$ cat config.mk
export PLATFORM = sky130hd
export DESIGN_NAME = sync_down_counter
export DESIGN_NICKNAME = d
export VERILOG_FILES = /design/src/rtl/sync_down_counter.sv
export SDC_FILE = /design/constraint.sdc
export NUM_CORES = 1
export LEC_CHECK = 0
export BUFFER_PORTS_ARGS = -buffer_cell sky130_fd_sc_hd__buf_2
export CORE_AREA = 3 3 40 42
export CTS_CLUSTER_DIAMETER = 50
export DETAILED_ROUTE_END_ITERATION = 8
export DIE_AREA = 0 0 43 45
export SLEW_MARGIN = 20
export SYNTH_ARGS = -nofsm -noshare
export SYNTH_HDL_FRONTEND = slang
export SYNTH_SLANG_ARGS = --single-unit
export TNS_END_PERCENT = 50
$ cat constraint.sdc
create_clock -name clk -period 2.5 [get_ports clk]
set_input_delay 0.125 -clock clk [delete_from_list [all_inputs] [get_ports clk]]
set_output_delay 0.125 -clock clk [all_outputs]
set_load 0.02 [all_outputs]
$ cat src/rtl/sync_down_counter.sv
// -----------------------------------------------------------------------------
// sync_down_counter
//
// Synchronous, presettable modulo down counter. All state is held in
// registers clocked by clk. The counter has two modes:
//   - continuous: it wraps from 0 to the top count and pulses borrow once.
//   - one-shot: it stops at 0, enters HALT and sets a sticky done flag.
// It feeds timebase and delay logic in the counter/timer section.
// -----------------------------------------------------------------------------
module sync_down_counter #(
    parameter int WIDTH = 4,
    parameter int MOD   = 16
) (
    input  logic             clk,
    input  logic             clear,
    input  logic             load,
    input  logic [WIDTH-1:0] load_value,
    input  logic             enable,
    input  logic             oneshot,
    output logic [WIDTH-1:0] count,
    output logic             borrow,
    output logic             done,
    output logic             zero
);

    // The clamp compare is one bit wider than the counter. This keeps it
    // correct when MOD == 2**WIDTH: in that case MOD does not fit in WIDTH
    // bits, and no load value can be out of range.
    localparam logic [WIDTH:0]   MOD_EXT   = (WIDTH + 1)'(MOD);
    localparam logic [WIDTH-1:0] MAX_COUNT = WIDTH'(MOD - 1);

    typedef enum logic {
        ST_COUNT = 1'b0,
        ST_HALT  = 1'b1
    } state_t;

    state_t           state_reg,  state_next;
    logic [WIDTH-1:0] count_reg,  count_next;
    logic             borrow_reg, borrow_next;
    logic             done_reg,   done_next;

    logic [WIDTH:0]   load_ext;
    logic [WIDTH-1:0] load_clamped;

    assign load_ext     = {1'b0, load_value};
    assign load_clamped = (load_ext >= MOD_EXT) ? MAX_COUNT : load_value;

    // -------------------------------------------------------------------------
    // State register. clear acts immediately and does not wait for clk.
    // -------------------------------------------------------------------------
    always_ff @(posedge clk or negedge clear) begin
        if (!clear) begin
            state_reg  <= ST_COUNT;
            count_reg  <= '0;
            borrow_reg <= 1'b0;
            done_reg   <= 1'b0;
        end else begin
            state_reg  <= state_next;
            count_reg  <= count_next;
            borrow_reg <= borrow_next;
            done_reg   <= done_next;
        end
    end

    // -------------------------------------------------------------------------
    // Next-state logic. load beats enable. borrow defaults low, so it only
    // lasts for the one cycle after a wrap.
    // -------------------------------------------------------------------------
    always_comb begin
        state_next  = state_reg;
        count_next  = count_reg;
        borrow_next = 1'b0;
        done_next   = done_reg;

        if (load) begin
            count_next = load_clamped;
            state_next = ST_COUNT;
            done_next  = 1'b0;
        end else begin
            case (state_reg)
                ST_COUNT: begin
                    if (enable) begin
                        if (count_reg > WIDTH'(1)) begin
                            count_next = count_reg - WIDTH'(1);
                        end else if (count_reg == WIDTH'(1)) begin
                            count_next = '0;
                            if (oneshot) begin
                                state_next = ST_HALT;
                                done_next  = 1'b1;
                            end
                        end else begin
                            // The count is already 0. In one-shot mode it
                            // halts without wrapping. Otherwise it wraps.
                            if (oneshot) begin
                                state_next = ST_HALT;
                                done_next  = 1'b1;
                            end else begin
                                count_next  = MAX_COUNT;
                                borrow_next = 1'b1;
                            end
                        end
                    end
                end
                ST_HALT: begin
                    // Frozen until a load or clear; enable has no effect here.
                    count_next = '0;
                    done_next  = 1'b1;
                end
                default: begin
                    state_next = ST_COUNT;
                end
            endcase
        end
    end

    assign count  = count_reg;
    assign borrow = borrow_reg;
    assign done   = done_reg;
    assign zero   = (count_reg == '0);

endmodule
# [Word level (Yosys, flattened, before mapping)]
# Cells that the tools add are included.
[word_totals] ff_bits=7 in_bits=9 output_inout_bits=7 wordCells=39
[op_classes] add_sub_neg=1 order_cmp=2 eq_ne=5 n_mux=23 bitwise_logic=1 n_reduce_logical=3
[op_table] op="$mux W4" count=6
[op_table] op="$mux W1" count=15
[op_table] op="$ne A3 B3 Y1 const B" count=3
[op_table] op="$pmux W4 S2" count=1
[op_table] op="$ge A4 B5 Y1 const B" count=1
[op_table] op="$ne A5 B5 Y1 const B" count=1
[op_table] op="$eq A4 B1 Y1 const B" count=1
[op_table] op="$gt A4 B1 Y1 const B" count=1
[op_table] op="$logic_not A4 Y1" count=1
[op_table] op="$sub A4 B1 Y4 const B" count=1
[op_table] op="$reduce_and A3 Y1" count=1
[op_table] op="$pmux W1 S2" count=1
[op_table] op="$reduce_and A2 Y1" count=1
[op_table] op="$not A1 Y1" count=1

# [Longest topological paths before layout]
[depth] depth_word=6 depth_mapped=6 depth_no_buf=6

# [Worst setup path before layout]
# OpenSTA, ideal clock, no wires.
[synth_path] path_kind="register to register" start="reg count_reg[1] (netlist: count[1])" end="reg count_reg[3] (netlist: count[3])" setup_time_ns=0.141 t_arrival_ns=1.490 required_time_ns=2.359 slack_ns=0.869 path_stages_with_launch=7 path_buffers=0 period_less_slack_ns=1.631 cell_sequence="dfrtp_1 inv_1 ha_1 nor4b_1 a31oi_2 nor2_1 a31oi_1"
[synth_between] elab_chain_len=6 elab_cells_between_ends=10 classes_between="1 x add/sub; 1 x order compare; 2 x eq/ne; 5 x mux; 1 x reduce/logical"
[synth_lines] item="from (decl)" line="38" text="logic [WIDTH-1:0] count_reg, count_next;"
[synth_lines] item="from (signal assigned)" line="59" text="count_reg <= count_next;"
[synth_lines] item="parallel branches: the longest is 6 deep, another holds $sub A4 B1 Y4"
# Parallel ways; which one is timed is not known. The select of a mux whose other input is x is not followed.
# A chain may end at the register's enable or synchronous reset.

# [Worst setup path in the final report]
[layout_path] start="reg count_reg[0] (netlist: count[0])" end="reg count_reg[3] (netlist: count[3])"
# Same word-level chain as after synthesis.

==> results.sh <==
export IMPL_drt_pass1_iterations=4
export IMPL_rr_worst_depth=5
export IMPL_antenna_found_initial=0
export IMPL_ys_top_cells_by_area="dfrtp_1 38%, ha_1 8.1%, nor2_1 5.7%"
export IMPL_worstSetupEndpoint="count[3]"
export IMPL_crit_arrival_ns=1.77
export IMPL_cts_repair_resized=0
export IMPL_clock_sinks=7
export IMPL_via_per_inst=5.01
export IMPL_critPathLaunch="count[0]"
export IMPL_avgRoutedWirePerCell_um=12.5
export IMPL_fin_setup_tns_ns=0
export IMPL_relSlewSlack=0.759
export IMPL_via_count=411
export IMPL_synth_top_area_cell="dfrtp_1"
export IMPL_synthesis_nets=60
export IMPL_gp_congestion=0.742
export IMPL_ant_nets=0
export IMPL_rr_endpoint="count[3]"
export IMPL_grt_usage=0.124
export IMPL_grt_pass1_wl_mm=1.73
export IMPL_finish_net_count=80
export IMPL_setup_viol=0
export IMPL_grt_max_degree=12
export IMPL_yosys_warnings=0
export IMPL_drt_total_wl_mm=1.03
export IMPL_synth_distinct_cells=23
export IMPL_grt_overflow=0
export IMPL_place_port_buffers=15
export IMPL_finClkSkew_ns=0.00831
export IMPL_clock_root_buffer="clkbuf_4"
export IMPL_die_height_um=45
export IMPL_leakagePower_nw=0.278
export IMPL_max_cap_violations=0
export IMPL_max_freq_mhz=603
export IMPL_area_growth_pct=25.2
export IMPL_finalPower_w=0.000458
export IMPL_power_density_nw_per_um2=792
export IMPL_htree_num_levels=1
export IMPL_ys_seq_elements=7
export IMPL_drtIter0Drc=11
export IMPL_initial_core_util=0.359
export IMPL_core_sq_um=1280
export IMPL_reg2reg_from="count[0]"
export IMPL_fin_crit_ns=1.66
export IMPL_clkTransAtPathRegs_ns=0.05
export IMPL_antenna_cells=0
export IMPL_peakVddDrop_v=0.000393
export IMPL_crit_path_end_kind="register"
export IMPL_clockBufferDepth=2
export IMPL_finalMaxSlewViolations=0
export IMPL_synth_top_area_share=0.379
export IMPL_cts_made_buffers=3
export IMPL_syn_area_sq_um=462
export IMPL_finalHoldViolations=0
export IMPL_die_w_um=43
export IMPL_period_share=0.663
export IMPL_hold_path_class="in -> reg"
export IMPL_synth_avg_cell_area_sq_um=9.62
export IMPL_post_route_util=0.450
export IMPL_cts_hold_buf=1
export IMPL_largest_reg_flops=4
export IMPL_io_pins=16
export IMPL_worst_pin_slew_ns=0.357
export IMPL_path_class="reg -> reg"
export IMPL_seq_area_frac_synth=0.379
export IMPL_post_cts_setup_buffers=0
export IMPL_die_area_sq_um=1940
export IMPL_insertion_delay_ns=0.26
export IMPL_drive_gt1_frac=0.343
export IMPL_rsz0062_at_grt="no"
export IMPL_grt_pass1_vias=391
export IMPL_critPathLaunchType="register"
export IMPL_r2r_setup_slack_ns=0.84
export IMPL_cp_required_ns=2.61
export IMPL_holdWs_ns=0.138
export IMPL_status="completed"
export IMPL_path_max_fanout=7
export IMPL_syn_inst=48
export IMPL_core_rowCount=13
export IMPL_cts_tree="done"
export IMPL_route_detailed_drc=0
cells in the mapped netlist:
cell,n
a211oi_1,1
and2_2,1
ha_1,3
and2b_2,1
nor2b_1,1
or2_0,1
a31oi_2,1
or3b_1,2
inv_1,3
or4b_1,1
dfrtp_1,7
a21oi_1,4
a211oi_4,1
nor2_2,1
clkbuf_8,1
a22oi_1,2
o211ai_1,1
nor2_1,7
nor3_1,2
a222oi_1,1
nand2_1,3
a31oi_1,2
nor4b_1,1
stage by stage:
step	cells	instance area [sq um]	setup WS, ns
finish	82	578	0.842
global route	82	578	0.644
CTS	82	578	0.843
detailed placement	77	542	0.857
global placement	77	542	0.902
floorplan	48	462	0.869
logic make-up after synthesis:
logic type	count (synthesis)	share of synthesized area
adders and majority gates	3	0.0813
AOI/OAI and AO/OA	13	0.228
buffers and inverters	4	0.0542
DFF	7	0.379
and+or+nand+nor	21	0.258
report_power, final:
| part | leakage, nW | internal, W | switching (W) |
|---|---|---|---|
| Sequential | 0.0888 | 0.000135 | 0.0000277 |
| Clock | 0.0150 | 0.0000611 | 0.0000438 |
| Combinational | 0.174 | 0.0000769 | 0.000113 |
how the worst min path moves through the flow:
stage                  start        to  cells after the start
6_report       load_value[3]  count[3]                      3
5_1_grt        load_value[3]  count[3]                      3
4_1_cts        load_value[3]  count[3]                      3
3_5_place_dp           clear    borrow                      1
3_3_place_gp           clear    borrow                      1
2_1_floorplan          clear    borrow                      0
final cells by class:
type                    instances  area (sq um)
fillers                       128           707
multi-input cells              37           262
flip-flops and latches          7           175
repair buffers                 16          85.1
clock buffers                   4          26.3
well taps                      15          18.8
inverters                       3          11.3
per-layer routing:
metal  vias up  wire (um)  GRT usage
met5         -          0          0
met1       183        479      0.150
met3         2         89     0.0757
met2        14        457      0.186
li1        212          -          -
met4         0          2     0.0361
layout by cell type, fill, tap and decap left out:
cell,netlist,routed
dlygate4sd3_1,0,1
ha_1,3,3
or3b_1,2,2
or4b_1,1,1
clkbuf_1,0,1
nor2_2,1,1
or2_0,1,1
a31oi_1,2,2
a211oi_4,1,1
a22oi_1,2,2
o211ai_1,1,1
inv_1,3,3
nor4b_1,1,1
and2b_2,1,1
a211oi_1,1,1
buf_2,0,15
clkbuf_4,0,3
dfrtp_1,7,7
and2_2,1,1
a21oi_1,4,4
nor3_1,2,2
nor2_1,7,7
a222oi_1,1,1
nor2b_1,1,1
nand2_1,3,3
a31oi_2,1,1
critical path, cell delays in order, from the launching register on:
cell and delay [ns]:
dfrtp_1 0.43, ha_1 0.29, nor4b_1 0.39, a31oi_2 0.23, nor2_1 0.13, a31oi_1 0.05
Power figures use the tool's default switching activity.
